`src/rtl/serial_frame_rx.sv`:
```
// serial_frame_rx
//   Serial frame receiver. Samples the line once per clk and deserialises
//   start / data / [parity] / stop frames into a parallel word held in a
//   one-entry valid/ready output buffer. Error conditions are reported as
//   one-cycle pulses.
//
//   Optional feature macro: SERIAL_RX_PARITY_EN
//     defined   -> a parity bit follows the data bits; PARITY_ODD selects
//                  even (0) or odd (1) parity; parity_err is live.
//     undefined -> no parity bit, parity_err is constant 0.
//
// Parameters
//   DATA_BITS  data bits per frame (5..16)
//   STOP_BITS  stop bits per frame (1 or 2)
//   MSB_FIRST  0: first data bit -> out_data[0]; 1: -> out_data[DATA_BITS-1]
//   PARITY_ODD parity sense when parity is compiled in
//
// Ports
//   clk         clock; everything samples on the rising edge
//   reset       synchronous, active-high reset
//   in          serial line, idle 1, start bit 0
//   out_data    received word, valid while out_valid = 1
//   out_valid   output buffer holds a word
//   out_ready   consumer takes the word when out_valid && out_ready
//   frame_err   pulse: a stop bit was sampled as 0
//   parity_err  pulse: parity mismatch on an otherwise complete frame
//   overrun     pulse: good frame dropped because the buffer was full
//   busy        receiver is not in IDLE
module serial_frame_rx #(
    parameter int DATA_BITS  = 8,
    parameter int STOP_BITS  = 1,
    parameter int MSB_FIRST  = 0,
    parameter int PARITY_ODD = 0
) (
    input  logic                 clk,
    input  logic                 reset,
    input  logic                 in,
    output logic [DATA_BITS-1:0] out_data,
    output logic                 out_valid,
    input  logic                 out_ready,
    output logic                 frame_err,
    output logic                 parity_err,
    output logic                 overrun,
    output logic                 busy
);

    localparam int               CNT_W     = $clog2(DATA_BITS + 1);
    localparam logic [CNT_W-1:0] LAST_BIT  = CNT_W'(DATA_BITS - 1);
    localparam logic             LAST_STOP = (STOP_BITS == 2);

    typedef enum logic [2:0] {
        IDLE      = 3'd0,
        DATA      = 3'd1,
`ifdef SERIAL_RX_PARITY_EN
        PARITY    = 3'd2,
`endif
        STOP      = 3'd3,
        WAIT_IDLE = 3'd4
    } state_t;

    state_t                 state_q, state_d;
    logic [CNT_W-1:0]       cnt_q, cnt_d;
    logic                   stop_cnt_q, stop_cnt_d;
    logic [DATA_BITS-1:0]   shreg_q, shreg_d;
    logic [DATA_BITS-1:0]   data_q, data_d;
    logic                   valid_q, valid_d;
    logic                   ferr_q, ferr_d;
    logic                   perr_q, perr_d;
    logic                   ovr_q, ovr_d;
    logic                   busy_q, busy_d;
    logic                   par_bad;
    logic                   done;

`ifdef SERIAL_RX_PARITY_EN
    localparam logic PAR_SENSE = (PARITY_ODD != 0);
    logic par_bad_q, par_bad_d;
    assign par_bad = par_bad_q;
`else
    // Parity sense has no meaning without a parity bit.
    logic unused_parity_odd;
    assign unused_parity_odd = (PARITY_ODD != 0);
    assign par_bad = 1'b0;
`endif

    always_ff @(posedge clk) begin
        if (reset) begin
            state_q    <= IDLE;
            cnt_q      <= '0;
            stop_cnt_q <= 1'b0;
            shreg_q    <= '0;
            data_q     <= '0;
            valid_q    <= 1'b0;
            ferr_q     <= 1'b0;
            perr_q     <= 1'b0;
            ovr_q      <= 1'b0;
            busy_q     <= 1'b0;
`ifdef SERIAL_RX_PARITY_EN
            par_bad_q  <= 1'b0;
`endif
        end else begin
            state_q    <= state_d;
            cnt_q      <= cnt_d;
            stop_cnt_q <= stop_cnt_d;
            shreg_q    <= shreg_d;
            data_q     <= data_d;
            valid_q    <= valid_d;
            ferr_q     <= ferr_d;
            perr_q     <= perr_d;
            ovr_q      <= ovr_d;
            busy_q     <= busy_d;
`ifdef SERIAL_RX_PARITY_EN
            par_bad_q  <= par_bad_d;
`endif
        end
    end

    always_comb begin
        state_d    = state_q;
        cnt_d      = cnt_q;
        stop_cnt_d = stop_cnt_q;
        shreg_d    = shreg_q;
        data_d     = data_q;
        valid_d    = valid_q;
        ferr_d     = 1'b0;
        perr_d     = 1'b0;
        ovr_d      = 1'b0;
        done       = 1'b0;
`ifdef SERIAL_RX_PARITY_EN
        par_bad_d  = par_bad_q;
`endif

        // Consumer handshake empties the buffer; a load below overrides it.
        if (valid_q && out_ready) begin
            valid_d = 1'b0;
        end

        case (state_q)
            IDLE: begin
                if (!in) begin
                    state_d = DATA;
                    cnt_d   = '0;
`ifdef SERIAL_RX_PARITY_EN
                    par_bad_d = 1'b0;
`endif
                end
            end
            DATA: begin
                if (MSB_FIRST != 0) begin
                    shreg_d = {shreg_q[DATA_BITS-2:0], in};
                end else begin
                    shreg_d = {in, shreg_q[DATA_BITS-1:1]};
                end
                cnt_d = cnt_q + CNT_W'(1);
                if (cnt_q == LAST_BIT) begin
                    stop_cnt_d = 1'b0;
`ifdef SERIAL_RX_PARITY_EN
                    state_d = PARITY;
`else
                    state_d = STOP;
`endif
                end
            end
`ifdef SERIAL_RX_PARITY_EN
            PARITY: begin
                // Even parity: XOR over data and parity bit must be 0.
                par_bad_d  = (^shreg_q) ^ in ^ PAR_SENSE;
                stop_cnt_d = 1'b0;
                state_d    = STOP;
            end
`endif
            STOP: begin
                if (!in) begin
                    // A bad first stop bit ends the frame immediately.
                    ferr_d  = 1'b1;
                    state_d = WAIT_IDLE;
                end else if (stop_cnt_q == LAST_STOP) begin
                    done    = 1'b1;
                    state_d = IDLE;
                end else begin
                    stop_cnt_d = stop_cnt_q + 1'b1;
                end
            end
            WAIT_IDLE: begin
                // A held-low line must return high before a new start bit counts.
                if (in) begin
                    state_d = IDLE;
                end
            end
            default: begin
                state_d = IDLE;
            end
        endcase

        if (done) begin
            if (par_bad) begin
                perr_d = 1'b1;
            end else if (!valid_q || out_ready) begin
                data_d  = shreg_q;
                valid_d = 1'b1;
            end else begin
                ovr_d = 1'b1;
            end
        end

        busy_d = (state_d != IDLE);
    end

    assign out_data   = data_q;
    assign out_valid  = valid_q;
    assign frame_err  = ferr_q;
    assign parity_err = perr_q;
    assign overrun    = ovr_q;
    assign busy       = busy_q;

endmodule

```
`config.mk`:
```
export PLATFORM = sky130hd
export DESIGN_NAME = serial_frame_rx
export DESIGN_NICKNAME = d
export VERILOG_FILES = /design/src/rtl/serial_frame_rx.sv
export SDC_FILE = /design/constraint.sdc
export NUM_CORES = 1
export LEC_CHECK = 0
export BUFFER_PORTS_ARGS = -buffer_cell sky130_fd_sc_hd__buf_2
export CORE_MARGIN = 1
export CORE_UTILIZATION = 40
export DETAILED_ROUTE_END_ITERATION = 7
export GPL_TIMING_DRIVEN = 1
export PLACE_DENSITY = 0.73
export SETUP_SLACK_MARGIN = 0.5
export SLEW_MARGIN = 20
export SYNTH_ARGS = -nofsm -noshare
export SYNTH_HDL_FRONTEND = slang
export SYNTH_SLANG_ARGS = --single-unit
```
`constraint.sdc`:
```
create_clock -name clk -period 1.1 [get_ports clk]
set_input_delay 0 -clock clk [delete_from_list [all_inputs] [get_ports clk]]
set_output_delay 0 -clock clk [all_outputs]
set_load 0.02 [all_outputs]
```
After elaboration in Yosys (flattened, before gate mapping)
Cells that the tools add are included.
{ "word_totals": {"reg_bits": 28, "input_bits": 4, "output_inout_bits": 13} }
{ "op_classes": {"n_addsub": 2, "n_eq_ne": 7, "n_mux": 20, "n_bitwise": 2, "reduce_logical": 12} }
{ "ops": {"columns": ["op", "n"], "rows": [
  ["$mux 3", 5],
  ["$pmux 3 s4", 1],
  ["$mux 1", 11],
  ["$pmux 4 s2", 1],
  ["$ne 2x2->1 const B", 3],
  ["$add 4x1->4 const B", 1],
  ["$eq 4x3->1 const B", 1],
  ["$mux 4", 1],
  ["$reduce_and 2->1", 2],
  ["$reduce_bool 2->1", 2],
  ["$reduce_or 2->1", 2],
  ["$eq 3x1->1 const B", 1],
  ["$eq 3x2->1 const B", 1],
  ["$eq 3x3->1 const B", 1],
  ["$logic_not 3->1", 1],
  ["$reduce_and 3->1", 1],
  ["$reduce_bool 3->1", 1],
  ["$not 1->1", 2],
  ["$pmux 1 s2", 1],
  ["$add 1x1->1 const B", 1],
  ["$logic_and 1x1->1", 1],
  ["$logic_not 1->1", 1],
  ["$logic_or 1x1->1", 1]
]} }

Longest topological paths before layout
{ "depth": {"depth_word": 5, "depth_mapped": 5, "depth_no_buf": 4} }

Worst setup path after synthesis
OpenSTA, ideal clock, no wires.
{ "synth_timing": {"path_kind": "register -> register", "startpoint": "register state_q[1]", "endpoint": "register cnt_q[3]", "setup_ns": 0.075, "t_arrival_ns": 1.157, "required_time_ns": 1.025, "path_slack_ns": -0.132, "stages_incl_launch_ff": 5, "path_buffers": 1, "period_less_slack_ns": 1.232, "path_cell_list": "dfxtp_1 -> buf_4 -> nor3b_4 -> or3b_1 -> a31oi_1"} }
{ "synth_between": {"elab_chain_len": 3} }
{ "synth_lines": {"columns": ["item", "line", "source"], "rows": [
  ["from (decl)", "61", "state_t state_q, state_d;"],
  ["from (signal assigned)", "101", "state_q <= state_d;"],
  ["$eq 3x1->1 / $logic_not 3->1 (equally long branches)", "137", "case (state_q)"],
  ["$reduce_bool 2->1 (no line) / $ne 2x2->1 (equally long branches)", null, null],
  ["$reduce_and 2->1 (no line)", null, null],
  ["to (signal assigned)", "102", "cnt_q <= cnt_d;"],
  ["to (decl)", "62", "logic [CNT_W-1:0] cnt_q, cnt_d;"]
]} }
Parallel ways exist; a longest one is shown, timed or not.
A chain may end at the register's enable or synchronous reset.

Final worst setup path
{ "layout_timing": {"startpoint": "register state_q[0]", "endpoint": "register cnt_q[3]"} }
Same word-level chain as after synthesis.

==> reports/results.txt <==
required time of the critical path -> 1.36 ns
peak supply drop -> 0.00112 V
non-filler cells, final -> 160
row cnt -> 18
skew final -> 0.00556 ns
XOR/XNOR Fraction of Synth Area -> 0%
CTS Root Cell -> clkbuf_4
drt first pass iters -> 2
nets -> 136
filler instances -> 235
maximum fanout along the worst path -> 6
Via density -> 5.10
drt drc -> 0
Reg area -> 569 um2
top cell type's share of synthesized area -> 48.9%
Area growth syn-to-layout -> 28.4%
#FFs+latches synth -> 27
status -> finished with violations
synthesized instance count -> 108
Max Cap Violations -> 0
Placeable Area -> 2540 um2
fin worst setup slack -> -0.105 ns
initial antenna violation count -> 0
Final setup viols -> 19
RSZ-0062 raised after global routing -> yes
largest net degree at the start of global routing -> 36
DRT Wirelength -> 1.90 mm
fin. max-slew vios -> 0
antenna-violating nets left -> 0
H-tree depth -> 1
simple-gate portion of the synthesized area -> 24.4%
hpwl dp -> 1.30 mm
synth unique cells -> 27
hold crit path type -> in -> reg
met1 Use GR -> 18.9%
Hold Fails Final Rpt -> 5
# placed instances -> 153
Area contributors post-synth -> dfxtp_1, mux2i_1, nand2b_1
mux cell area share after synthesis -> 14.5%
worst hold margin -> -0.0982 ns
P_leak -> 0.542 nW
Reg clk slew, reported paths -> 0.14 ns
Ys Warns -> 0
Sink Count -> 27
fin util -> 55.8%
die area -> 2980 um2
Seq/Total Area, Yosys -> 48.9%
I/O pin count -> 17
die width -> 54.6 um
M3 GR Usage -> 5.83%
Clk Latency, worst-skew pair -> 0.32 ns
number of global-route vias before repair -> 750
clock buffer depth -> 2
failing checks -> hold timing, setup timing
met2 Usage GRT -> 24.1%
Most Crowded Layer GR -> met2
first-pass GRT wire length -> 3.18 mm
GP Congestion -> 0.748
1st-iter DRT viols -> 4
fmax -> 830 MHz
syn_area_per_cell -> 10.2 um2
Syn Nets -> 113
pre-CTS WS -> -0.122 ns
Least-Margin Pin Slew -> 0.524 ns
WS Path Type -> reg -> reg
design area -> 1420 um2
Worst EP arrival -> 1.47 ns
n_diodes -> 0
area post-placement -> 1230 um2
combined area of the multi-input logic cells -> 546 um2
Cell Area, Synth -> 1110 um2
TritonCTS Buffers -> 3
DR WL/cell -> 11.9 um
Tmin final -> 1.20 ns
Compound-Gate Fraction of Synth Area -> 6.56%
number of port buffers -> 15
CTS tree -> done
Synth Area in Adders -> 1.13%
cell accounting for the most synthesized area -> dfxtp_1
layout cell share with drive strength beyond 1 -> 40.8%
Critical Path Source Type -> flop
Rel. slew slack -> 65.0%
Cell Pwr Density -> 1090 nW/um2
grt total ovfl -> 0
Final Cycle Share -> 110%
vias -> 816
Total GRT Usage -> 15.1%
largest family of logic cells by synthesized area -> simple AND/OR/NAND/NOR gates
Initial Util -> 43.5%
Worst Setup End Kind -> flop
chip height -> 54.6 um
==> final timing paths <==
kind	start	end	slack, ns	depth (start not counted)
max	state_q[0]	cnt_q[3]	-0.10	3
min	in	state_q[2]	-0.1	2
max reg2reg	state_q[0]	cnt_q[3]	-0.10	3
min reg2reg	shreg_q[0]	out_data[0]	0.49	2
==> worst max-delay path: stages, from the launching register on <==
cell	delay, ns
dfxtp_4	0.40
nor3b_4	0.22
or3b_1	0.37
a31oi_1	0.16
==> flip-flops by register name, summed over array words and instances (netlist names) <==
register,count
out_data,8
frame_err,1
overrun,1
state_q,3
cnt_q,4
busy,1
shreg_q,8
out_valid,1
==> power by group <==
group / switching, mW / internal [mW]
clock: 0.284 / 0.136
sequential: 0.0119 / 0.987
combinational: 0.0609 / 0.0647
total: 0.357 / 1.19
==> area by class of cell <==
class / instances / share of cell area (%)
repair buffers: 26 / 16.9
multi-input cells: 73 / 38.4
flip-flops and latches: 27 / 40.1
well taps: 30 / 2.64
clock buffers: 3 / 1.59
clock inverters: 1 / 0.352
==> cells by family (layout without fill, tap and decap cells) <==
family	Yosys count	after routing
fa+ha+maj	1	1
other cells	1	1
simple gates	45	45
flops	27	27
buf+inv	8	30
mux	16	16
compound gates	10	10
==> cells in the final DEF (no fill, tap or decap), types with 2 or more instances in the layout <==
cell type	synthesis	final
nand2b_1	17	17
mux2i_1	16	16
dfxtp_2	0	14
buf_6	0	14
nor2_1	10	10
dfxtp_1	27	10
buf_4	4	9
a21oi_1	3	3
nor3_1	3	3
clkbuf_4	0	3
buf_2	1	3
dfxtp_4	0	3
nor2b_1	3	2
nand3b_1	2	2
or3b_1	2	2
o31ai_1	2	2
nand3_1	2	2
nand2_1	2	2
==> metal layers <==
layer | up-vias | wire length, um | part of all wire, %
met5 | - | 0 | 0
met4 | 0 | 10 | 0.53
met3 | 2 | 81 | 4.3
met2 | 15 | 909 | 48
met1 | 387 | 895 | 47
li1 | 412 | - | -
==> stage by stage <==
stage / setup TNS [ns] / total power, mW
detailed placement: -1.32 / 1.14
CTS: -1.49 / 1.56
floorplan: -1.32 / 1.10
global route: -2.66 / 1.62
finish: -1.25 / 1.55
global placement: -0.840 / 1.13
==> synthesized netlist by cell type <==
master,count
nand3b_1,2
conb_1,1
nand4b_1,1
buf_4,4
a31oi_1,1
or3_1,1
o31ai_1,2
o41ai_1,1
buf_2,1
clkbuf_1,2
ha_1,1
nor2_1,10
a21oi_1,3
a211oi_2,1
buf_1,1
nand3_1,2
nor3b_4,1
nand2b_1,17
dfxtp_1,27
or3b_1,2
mux2i_1,16
a211oi_1,1
o21bai_1,1
nor2b_1,3
nor3_1,3
nor4b_1,1
nand2_1,2
==> what timing repair did <==
| action | CTS | global route |
|---|---|---|
| setup buffers | 1 | 2 |
| endpoints found under the setup margin | 39 | 39 |
| resized for setup | 42 | 8 |
| endpoints found under the hold margin | 5 | 4 |
| pin swaps | 0 | 4 |
(Power assumes the default switching activity.)
